==> src/rtl/msk_and_hpc2_pipe.sv <==
// msk_and_hpc2_pipe: W-lane, d-share masked AND (HPC2 gadget) with a
// 2-stage valid/ready pipeline and a randomness handshake.
//
// Ports:
//   clk, rst              rising-edge clock, asynchronous active-high reset
//   in_valid / in_ready   operand handshake (ina, inb)
//   ina, inb [d*W]        sharings; lane k share i at bit k*d+i
//   rnd_valid / rnd_ready randomness handshake (consumed with the operands)
//   rnd [W*R]             lane k uses rnd[k*R +: R], R = d*(d-1)/2
//   out_valid / out_ready result handshake
//   out [d*W]             sharing of ina & inb, registered terms only
//
// Parameters: d (shares, default `DEFAULTSHARES), W (lanes),
//   HAVE_INNER (1: include a_i&b_i inner term).
// Optional macro MSKAND_ZEROIZE_EN: bubbles load zero into stage data
//   registers, so out is 0 whenever out_valid is 0.

`ifndef DEFAULTSHARES
`define DEFAULTSHARES 2
`endif

module msk_and_hpc2_pipe #(
  parameter int unsigned d          = `DEFAULTSHARES,
  parameter int unsigned W          = 1,
  parameter int unsigned HAVE_INNER = 1
) (
  input  logic                         clk,
  input  logic                         rst,
  input  logic                         in_valid,
  output logic                         in_ready,
  input  logic [d*W-1:0]               ina,
  input  logic [d*W-1:0]               inb,
  input  logic                         rnd_valid,
  output logic                         rnd_ready,
  input  logic [W*(d*(d-1)/2)-1:0]     rnd,
  output logic                         out_valid,
  input  logic                         out_ready,
  output logic [d*W-1:0]               out
);

  localparam int unsigned R  = d * (d - 1) / 2;
  localparam int unsigned RW = W * R;
  // Ordered off-diagonal pairs (i != j) per lane.
  localparam int unsigned P  = d * (d - 1);

`ifdef MSKAND_ZEROIZE_EN
  localparam bit ZEROIZE = 1'b1;
`else
  localparam bit ZEROIZE = 1'b0;
`endif

  // Offset of the shared random bit r_ij (= r_ji) within a lane.
  function automatic int unsigned ridx(input int unsigned i, input int unsigned j);
    int unsigned lo, hi;
    lo = (i < j) ? i : j;
    hi = (i < j) ? j : i;
    return lo * d - lo * (lo + 1) / 2 + (hi - 1 - lo);
  endfunction

  // Packed position of ordered pair (i,j), i != j, in lane k.
  function automatic int unsigned pidx(input int unsigned k, input int unsigned i,
                                       input int unsigned j);
    return k * P + i * (d - 1) + ((j < i) ? j : j - 1);
  endfunction

  logic            v1, v2;
  logic            en1, en2, acc;

  logic [d*W-1:0]  a1, b1;
  logic [RW-1:0]   r1;
  logic [W*P-1:0]  vreg, vreg_d;

  logic [W*P-1:0]  u, w, u_d, w_d;
  logic [d*W-1:0]  ab, ab_d;

  always_comb begin
    en2       = !v2 || out_ready;
    en1       = !v1 || en2;
    acc       = in_valid && rnd_valid && en1 && !rst;
    in_ready  = en1 && rnd_valid && !rst;
    rnd_ready = en1 && in_valid && !rst;
  end

  // Stage-1 terms: v_ij = b_j ^ r_ij, masked before it meets a_i.
  always_comb begin
    vreg_d = '0;
    for (int unsigned k = 0; k < W; k++)
      for (int unsigned i = 0; i < d; i++)
        for (int unsigned j = 0; j < d; j++)
          if (i != j)
            vreg_d[pidx(k, i, j)] = inb[k*d+j] ^ rnd[k*R+ridx(i, j)];
  end

  // Stage-2 product terms; each is registered on its own before the XOR tree.
  always_comb begin
    u_d  = '0;
    w_d  = '0;
    ab_d = '0;
    for (int unsigned k = 0; k < W; k++)
      for (int unsigned i = 0; i < d; i++) begin
        if (HAVE_INNER != 0)
          ab_d[k*d+i] = a1[k*d+i] & b1[k*d+i];
        for (int unsigned j = 0; j < d; j++)
          if (i != j) begin
            u_d[pidx(k, i, j)] = ~a1[k*d+i] & r1[k*R+ridx(i, j)];
            w_d[pidx(k, i, j)] =  a1[k*d+i] & vreg[pidx(k, i, j)];
          end
      end
  end

  always_ff @(posedge clk or posedge rst) begin
    if (rst) begin
      v1   <= 1'b0;
      a1   <= '0;
      b1   <= '0;
      r1   <= '0;
      vreg <= '0;
    end else if (en1) begin
      v1 <= acc;
      if (ZEROIZE && !acc) begin
        a1   <= '0;
        b1   <= '0;
        r1   <= '0;
        vreg <= '0;
      end else begin
        a1   <= ina;
        b1   <= (HAVE_INNER != 0) ? inb : '0;
        r1   <= rnd;
        vreg <= vreg_d;
      end
    end
  end

  always_ff @(posedge clk or posedge rst) begin
    if (rst) begin
      v2 <= 1'b0;
      u  <= '0;
      w  <= '0;
      ab <= '0;
    end else if (en2) begin
      v2 <= v1;
      if (ZEROIZE && !v1) begin
        u  <= '0;
        w  <= '0;
        ab <= '0;
      end else begin
        u  <= u_d;
        w  <= w_d;
        ab <= ab_d;
      end
    end
  end

  // Recombination only from stage-2 registers.
  always_comb begin
    out = '0;
    for (int unsigned k = 0; k < W; k++)
      for (int unsigned i = 0; i < d; i++) begin
        out[k*d+i] = ab[k*d+i];
        for (int unsigned j = 0; j < d; j++)
          if (i != j)
            out[k*d+i] = out[k*d+i] ^ u[pidx(k, i, j)] ^ w[pidx(k, i, j)];
      end
  end

  assign out_valid = v2;

endmodule

==> config.mk <==
export PLATFORM = sky130hd
export DESIGN_NAME = msk_and_hpc2_pipe
export DESIGN_NICKNAME = d
export VERILOG_FILES = /design/src/rtl/msk_and_hpc2_pipe.sv
export SDC_FILE = /design/constraint.sdc
export NUM_CORES = 1
export LEC_CHECK = 0
export CELL_PAD_IN_SITES_DETAIL_PLACEMENT = 0
export CELL_PAD_IN_SITES_GLOBAL_PLACEMENT = 1
export CORE_ASPECT_RATIO = 1.4
export CORE_MARGIN = 3
export CORE_UTILIZATION = 38
export DETAILED_ROUTE_END_ITERATION = 10
export PLACE_DENSITY_LB_ADDON = 0.1
export SYNTH_ARGS = -nofsm -noshare
export SYNTH_HDL_FRONTEND = slang
export SYNTH_SLANG_ARGS = --single-unit
==> constraint.sdc <==
create_clock -name clk -period 1.7 [get_ports clk]
set_clock_uncertainty 0.2 [all_clocks]
set_input_delay 0.34 -clock clk [delete_from_list [all_inputs] [get_ports clk]]
set_output_delay 0.34 -clock clk [all_outputs]
set_load 0.01 [all_outputs]
### Word level (Yosys, flattened, before mapping)

Index checks and enable logic that the tools add are counted.

* flip-flop bits (word level): 15
* input bits: 10
* output and inout port bits: 5
* word-level logic and storage cells: 35

* bitwise operators: 14
* reductions and logical operators: 12

Operators with widths (count)
* 1-bit logical AND: 7
* 1-bit AND: 6
* 1-bit bitwise XOR: 6
* 1-bit zero test: 3
* 1-bit logical OR: 2
* 1-bit NOT: 2

### Longest topological paths before layout

Gate-level depths: netlist of the first run.

* word-level depth: 5
* gate-level depth with buffers: 3
* depth with buffers taken out: 2

### Least setup slack after synthesis of the first run

No wires, ideal clock.

* path kind: input to output
* from: input rst
* to: output in_ready
* arrival time: 999 ps
* setup slack: 161 ps
* stages: 2
* cell sequence: inv_1 and3_2

* longest elaborated chain between the ends: 2

RTL lines
* start: declaration: line 28 `input logic rst,`
* 1-bit zero test (no source line)
* 1-bit logical AND: line 80 `in_ready = en1 && rnd_valid && !rst;`
* end: declaration: line 30 `output logic in_ready,`

No other way between the ends.

### Worst setup path after layout of the first run

* from: register v2 (netlist: out_valid)
* to: output in_ready

* longest elaborated chain between the ends: 5

RTL lines
* start: declaration: line 66 `logic v1, v2;`
* start signal: assignment: line 141 `v2 <= v1;`
* 1-bit zero test: line 77 `en2 = !v2 || out_ready;`
* 1-bit logical OR: line 77
* 1-bit logical OR: line 78 `en1 = !v1 || en2;`
* 1-bit logical AND (2 in a row): line 80

No other way between the ends.

==> results of run 1 <==
## power groups by stage
stage / logic (mW) / clock network, mW / registers (mW)
after floorplan: 0.0797 / 0 / 0.411
after global placement: 0.166 / 0 / 0.410
after detailed placement: 0.168 / 0 / 0.413
after CTS: 0.162 / 0.204 / 0.405
after global routing: 0.181 / 0.222 / 0.410
final: 0.166 / 0.195 / 0.406
## path summary, 6_finish.rpt
path | start | end | slack (ps) | depth (start not counted)
worst max-delay path | out_valid$_DFFE_PP0P_ | in_ready | 3 | 4
worst min-delay path | rst | a1[1]$_DFFE_PP0P_ | 200 | 3
worst max register to register | out_valid$_DFFE_PP0P_ | out_valid$_DFFE_PP0P_ | 280 | 4
worst min register to register | b1[1]$_DFFE_PP0P_ | b1[1]$_DFFE_PP0P_ | 310 | 1
max in group asynchronous | rst | w[0]$_DFFE_PP0P_ | 960 | 3
min in group clk | b1[1]$_DFFE_PP0P_ | b1[1]$_DFFE_PP0P_ | 310 | 1
## timing repair
| item | CTS | global route |
|---|---|---|
| setup buffers | 1 | 1 |
| resized for setup | 23 | 1 |
| pin swaps | 3 | 2 |
| setup endpoints to repair | 5 | 4 |
## metal layers
metal,vias up,wire length (µm)
met5,-,0
met4,0,6
met3,2,62
met2,11,637
met1,219,483
li1,239,-
## cells by family after synthesis
kind of cell           synth area share (%)
multiplexers                           15.7
AND/OR/NAND/NOR                        16.2
AO/OA/AOI/OAI                          4.32
buffers and inverters                  2.16
flip-flops                             54.1
XOR/XNOR                               7.57
## per-stage QoR
stage          setup slack [ps]  cells  instance area [µm²]  utilization [%]
2_1_floorplan               161     52                  694                -
5_1_grt                   -48.2    100                  972             58.6
6_report                   3.44    100                  972             58.6
3_5_place_dp               -507     94                  922             55.6
4_1_cts                   -4.34     99                  957             57.7
3_3_place_gp               -500     94                  922             55.6
## flip-flops by register name, summed over array words and instances, names as in the netlist
name / flops
ab: 2
a1: 2
vreg: 2
u: 2
r1: 1
out_valid: 1
w: 2
b1: 2
v1: 1
## area by class of cell
type                    count  area, µm²  share of cell area (%)
flip-flops and latches     15        375                    38.6
multi-input cells          35        319                    32.8
repair buffers             26        224                    23.0
clock buffers               4       26.3                    2.70
well taps                  19       23.8                    2.45
inverters                   1       3.75                   0.386
## placed cells by master, fill, tap and decap left out
master,count
dfrtp_1,15
buf_4,11
clkdlybuf4s50_1,8
mux2_2,7
nand2_1,4
nand3b_1,4
o21ai_0,4
xnor2_1,3
clkbuf_4,3
buf_6,3
nor2b_1,2
mux2_4,2
xor2_1,2
and3_4,2
dlygate4sd2_1,2
buf_2,2
nand3b_4,1
inv_1,1
nor2b_4,1
a32o_1,1
xnor2_2,1
or2_2,1
clkbuf_1,1
## worst max-delay path, delay by kind of cell (launching register included)
family	cells	cell delay (ps)
buffers and inverters	2	220
and+or+nand+nor	2	260
DFF	1	400
==> flow_summary.ini, run 1 <==
[run_status]
outcome = completed

[logic_synthesis]
ys_seq_area_share_pct = 54.1
synthTopCellsByArea = dfrtp_1, mux2_2, xnor2_1
ys_seq_elements = 15
synth_nets = 62
ys_async_sr_fraction_pct = 100
synthDominantCellAreaShare_pct = 54.1
synth_area_um2 = 694
avgSynthCellArea_um2 = 13.4
synth_commonest_cells = dfrtp_1, mux2_2
syn_inst = 52
yosysWarnings = 0
synth.distinct_cells = 16
synth-main-ff-cell = dfrtp_1
post-synth-top-count-cell = dfrtp_1
synth_area_leader_cell = dfrtp_1
synth_edf_count = 0

[power]
p_switching_mw = 0.186
p_seq_share_pct = 52.9
leakage_nw = 0.463
p_per_area_nw_per_um2 = 789
internal_power_mw = 0.581
clockPowerShare_pct = 25.5
total_power_mw = 0.767
swShare_pct = 24.2
ir_worst_vdd_mv = 0.462
combPwrFrac_pct = 21.6

[setup_path]
end_kind = primary output
critPathMaxFanout = 3
setup.worst_path.class = flip-flop to primary output
max_stage_delay_ps = 400
critical-path-slowest-cell = dfrtp_1
critPathLaunchType = flip-flop
path_cells = buf_6 > nand3b_4 > and3_4 > buf_6
required_ps = 1160
crit_top_cell = buf_6
worstPathArrival_ps = 1160

[floorplanning]
rows = 17
die_x_um = 42.1
dieArea_um2 = 2380
core-area_um2 = 1660
die_h_um = 56.6
initial_core_util_pct = 41.9
ios = 15

[sta]
hold_viol_final = 0
max_clock_freq_mhz = 589
rsz0062_at_grt = true
holdWs_ps = 199
finalMaxSlewViolations = 0
final-setup-viol-count = 0
fin_tns_setup_ps = 0
maxSlewHeadroom_pct = 89.3
period_share_pct = 99.8
tightest_slew_ps = 159
min_period_ps = 1700

[placed_design]
io_buffers = 14
gp_congestion = 0.671
hpwl_um = 968

[route]
wl_per_cell_um = 11.9
vias = 471
first_iter_violations = 2
ant_nets = 0
route.detailed.drc = 0
first_pass_iters = 2
wirelength_mm = 1.19
via_per_inst = 4.71

[final_layout]
nNetsFinal = 92
fillers = 147
drive_gt1_share_pct = 42.0
antenna_cells = 0
syn2layout_area_growth_pct = 40.0

[cts]
numCtsBuffers = 3
clock-sinks = 15
holdBufCountCts = 0
cts_tree = yes
path_clk_slew_ps = 80
htreeDepth = 1
cts_root_buffer = clkbuf_4
clock_latency_ps = 280
clk_path_buf_depth = 2

[global_routing]
grt_antenna_before_repair = 0
use_met1_pct = 11.4
grt_max_degree = 10
grt.busiest_layer = met2
overflow = 0
grt_pass1_wl_mm = 2.10
grt_usage_pct = 11.5
use_met2_pct = 21.5
grt_pass1_vias = 499
gr-usage-met3_pct = 2.24

[hold_path]
worstHoldPathType = primary input to asynchronous set/reset pin

[run]
max_cap_viol_count = 0
No activity file was read; power rests on OpenSTA's default activity.
==> run 2, diff against run 1 <==
--- a/config.mk
+++ b/config.mk
@@ -5,13 +5,14 @@
 export SDC_FILE = /design/constraint.sdc
 export NUM_CORES = 1
 export LEC_CHECK = 0
+export ABC_CLOCK_PERIOD_IN_PS = 1700
 export CELL_PAD_IN_SITES_DETAIL_PLACEMENT = 0
 export CELL_PAD_IN_SITES_GLOBAL_PLACEMENT = 1
 export CORE_ASPECT_RATIO = 1.4
-export CORE_MARGIN = 3
 export CORE_UTILIZATION = 38
 export DETAILED_ROUTE_END_ITERATION = 10
 export PLACE_DENSITY_LB_ADDON = 0.1
+export RECOVER_POWER = 100
 export SYNTH_ARGS = -nofsm -noshare
 export SYNTH_HDL_FRONTEND = slang
 export SYNTH_SLANG_ARGS = --single-unit
==> flow_summary.ini, run 2 (same netlist as run 1, synthesis figures left out) <==
[power]
total_power_mw = 0.760
combPwrFrac_pct = 21.2
p_seq_share_pct = 53.2
leakage_nw = 0.455
ir_worst_vdd_mv = 0.483
p_per_area_nw_per_um2 = 793
swShare_pct = 24.3
p_switching_mw = 0.184
internal_power_mw = 0.575
clockPowerShare_pct = 25.7

[cts]
clk_path_buf_depth = 2
cts_tree = yes
clock_latency_ps = 270
holdBufCountCts = 0
cts_root_buffer = clkbuf_4
numCtsBuffers = 3
htreeDepth = 1
clock-sinks = 15
path_clk_slew_ps = 80

[final_layout]
final-instance-count-excl-fill = 102
final_cell_mix = dfrtp_1, mux2_2, buf_4, clkdlybuf4s50_1, clkbuf_4
drive_gt1_share_pct = 39.8
syn2layout_area_growth_pct = 38.0
nNetsFinal = 94
multi_input_area_um2 = 295
regArea_um2 = 375
final_core_util_pct = 58.5
layout_commonest_cell = dfrtp_1
finalInstanceArea_um2 = 958
antenna_cells = 0
fillers = 154

[setup_path]
setup.worst_path.class = flip-flop to primary output
critPathMaxFanout = 3
critPathLaunchType = flip-flop
regToRegSetupSlack_ps = 120
r2r_start = out_valid$_DFFE_PP0P_
crit_start = out_valid$_DFFE_PP0P_
worstPathArrival_ps = 1150
required_ps = 1160
end_kind = primary output

[floorplanning]
core-area_um2 = 1640
die_x_um = 38.1
initial_core_util_pct = 42.4
rows = 17
dieArea_um2 = 2000
ios = 15
die_h_um = 52.6

[sta]
maxSlewHeadroom_pct = 80.1
fin_tns_setup_ps = 0
finalMaxSlewViolations = 0
tightest_slew_ps = 297
holdWs_ps = 252
hold_viol_final = 0
final-setup-viol-count = 0
period_share_pct = 99.6
max_clock_freq_mhz = 591
min_period_ps = 1690
fin_ws_ps = 6.64
rsz0062_at_grt = true

[hold_path]
worstHoldPathType = primary input to asynchronous set/reset pin

[route]
wirelength_mm = 1.25
route.detailed.drc = 0
first_pass_iters = 3
wl_per_cell_um = 12.3
vias = 484
ant_nets = 0
via_per_inst = 4.75
first_iter_violations = 2

[placed_design]
io_buffers = 14
hpwl_um = 942
gp_congestion = 0.633
dp.cells = 93
pre_cts_slack_ps = -537
placed_area_um2 = 927

[global_routing]
overflow = 0
grt_pass1_wl_mm = 2.13
grt_pass1_vias = 488
grt_usage_pct = 15.4
grt_max_degree = 17
grt_antenna_before_repair = 0

[run]
max_cap_viol_count = 0

[run_status]
outcome = completed
run 2: cell count changes in the layout (fill, tap and decap cells not counted), moves of 2 or more:
cell	previous run	this run
mux2_2	7	9
mux2_4	2	0
clkbuf_4	3	5
buf_4	11	9
run 2: worst paths after layout:
check | endpoint | cells past startpoint
hold reg to reg | vreg[1]$_DFFE_PP0P_ | 1
min in group clk | vreg[1]$_DFFE_PP0P_ | 1
max in group asynchronous | r1$_DFFE_PP0P_ | 3
setup reg to reg | out_valid$_DFFE_PP0P_ | 4
hold / removal | w[0]$_DFFE_PP0P_ | 3
setup / recovery | in_ready | 4
run 2: per-layer routing:
metal | up-vias | share of wire (%) | GRT usage [%] | wire length [µm]
met5 | - | 0 | 0 | 0
met2 | 9 | 56 | 26.0 | 702
met1 | 232 | 41 | 19.1 | 516
met4 | 0 | 0 | 7.14 | 0
li1 | 243 | - | - | -
met3 | 0 | 2.6 | 1.28 | 32
run 2: power groups by stage:
stage / sequential (mW) / clock, mW / combinational, mW
6_report: 0.404 / 0.195 / 0.161
3_5_place_dp: 0.412 / 0 / 0.170
3_3_place_gp: 0.410 / 0 / 0.167
5_1_grt: 0.408 / 0.227 / 0.178
4_1_cts: 0.404 / 0.208 / 0.168
2_1_floorplan: 0.411 / 0 / 0.0797
run 2: final cells by class:
cell class                      count  share of cell area [%]
Inverter                            1                   0.392
Tap cell                           19                    2.48
Multi-Input combinational cell     35                    30.8
Timing Repair Buffer               28                    24.4
Clock buffer                        4                    2.74
Sequential cell                    15                    39.2
run 2: critical path, cell delays in order, from the launching register on:
cell	delay (ps)
dfrtp_1	350
clkbuf_1	110
nand3b_2	100
and3_4	200
buf_6	110
run 2: repair_timing:
action                     4_1_cts  5_1_grt
buffers inserted                 2        3
gates resized for setup         23        1
pin swaps                        2        4
setup endpoints to repair        5        4
==> run 3, diff against run 2 <==
--- a/config.mk
+++ b/config.mk
@@ -8,11 +8,11 @@
 export ABC_CLOCK_PERIOD_IN_PS = 1700
 export CELL_PAD_IN_SITES_DETAIL_PLACEMENT = 0
 export CELL_PAD_IN_SITES_GLOBAL_PLACEMENT = 1
-export CORE_ASPECT_RATIO = 1.4
-export CORE_UTILIZATION = 38
+export CORE_UTILIZATION = 26
 export DETAILED_ROUTE_END_ITERATION = 10
 export PLACE_DENSITY_LB_ADDON = 0.1
 export RECOVER_POWER = 100
+export SLEW_MARGIN = 10
 export SYNTH_ARGS = -nofsm -noshare
 export SYNTH_HDL_FRONTEND = slang
 export SYNTH_SLANG_ARGS = --single-unit
==> flow_summary.ini, run 3 (same netlist as run 1, synthesis figures left out) <==
[setup_path]
crit_start = rst
setup.worst_path.class = primary input to primary output
critical-path-slowest-cell = clkdlybuf4s50_1
rr_worst_depth = 5
critPathLaunchType = primary input
max_stage_delay_ps = 460
critPathMaxFanout = 3
required_ps = 1160
r2r-end = a1[1]$_DFFE_PP0P_
end_kind = primary output
worstPathArrival_ps = 1160
regToRegSetupSlack_ps = 120
path_cells = clkdlybuf4s50_1 > inv_1 > and3_4 > buf_6
r2r_start = out_valid$_DFFE_PP0P_

[floorplanning]
initial_core_util_pct = 27.8
dieArea_um2 = 2880
ios = 15
die_x_um = 53.7
core-area_um2 = 2500
rows = 18
die_h_um = 53.7

[sta]
tightest_slew_ps = 251
period_share_pct = 99.8
min_period_ps = 1700
final-setup-viol-count = 0
rsz0062_at_grt = true
finalMaxSlewViolations = 0
max_clock_freq_mhz = 589
fin_tns_setup_ps = 0
hold_viol_final = 0
maxSlewHeadroom_pct = 83.2

[final_layout]
final_core_util_pct = 38.7
nNetsFinal = 95
multi_input_area_um2 = 294
fillers = 256
drive_gt1_share_pct = 41.7
final-instance-count-excl-fill = 114
syn2layout_area_growth_pct = 39.3
layout_commonest_cell = dfrtp_1
regArea_um2 = 375
final_cell_mix = dfrtp_1, buf_4, clkdlybuf4s50_1, mux2_2, clkbuf_4
antenna_cells = 0

[power]
total_power_mw = 0.760
ir_worst_vdd_mv = 0.285
p_per_area_nw_per_um2 = 786
leakage_nw = 0.442

[cts]
cts_root_buffer = clkbuf_4
clock-sinks = 15
numCtsBuffers = 3
htreeDepth = 1
clk_path_buf_depth = 2
path_clk_slew_ps = 90
clock_latency_ps = 280
cts_tree = yes

[global_routing]
grt_usage_pct = 10.9
grt_pass1_vias = 454
grt_pass1_wl_mm = 2.10
grt_antenna_before_repair = 0
overflow = 0
grt_max_degree = 17

[route]
route.detailed.drc = 0
wl_per_cell_um = 11.2
vias = 487
wirelength_mm = 1.28
first_pass_iters = 2
first_iter_violations = 3
ant_nets = 0
via_per_inst = 4.27

[run_status]
outcome = completed

[placed_design]
hpwl_um = 956
gp_congestion = 0.673
dp.cells = 106
io_buffers = 14

[run]
max_cap_viol_count = 0

[hold_path]
worstHoldPathType = primary input to asynchronous set/reset pin
## run 3: how the worst max path moves through the flow
stage	to	cells past startpoint	slack [ps]
finish	in_ready	4	3
floorplan	in_ready	2	160
global placement	rnd_ready	4	-480
global route	out[1]	3	-50
CTS	out[1]	3	-2
detailed placement	rnd_ready	4	-490
## run 3: power breakdown
group	internal (mW)	total (mW)	switching (mW)
Combinational	0.0976	0.157	0.0592
Clock	0.0910	0.200	0.109
Sequential	0.385	0.403	0.0185
Total	0.573	0.760	0.187
## run 3: through the flow
stage | setup WS (ps) | area [µm²] | hold slack (ps)
global placement | -484 | 943 | 296
CTS | -2.44 | 978 | 212
finish | 2.58 | 967 | 252
global route | -46.7 | 967 | 272
detailed placement | -488 | 943 | 298
floorplan | 161 | 694 | 59.4
## run 3: critical path, delay by kind of cell
| kind | cells | cell delay [ps] |
|---|---|---|
| buffers and inverters | 3 | 640 |
| and+or+nand+nor | 1 | 180 |
## run 3: metal layers
layer | up-vias | track usage (%) | wire (µm)
met4 | 0 | 7.89 | 12
met2 | 11 | 15.0 | 573
met3 | 2 | 3.67 | 72
met1 | 233 | 14.0 | 618
li1 | 241 | - | -
met5 | - | 0 | 0
## run 3: what timing repair did
action / CTS / global route
buffers inserted: 3 / 1
gates resized for setup: 24 / 3
pin swaps: 3 / 4
hold buffers: 0 / 0
hold endpoints to repair: 0 / 0
setup endpoints to repair: 5 / 4
## run 3: area by class of cell
cell class	instances	area share, %
sequential	15	38.8
multi-input combinational	35	30.4
timing repair buffer	29	23.8
tap	30	3.88
clock buffer	4	2.72
inverter	1	0.388
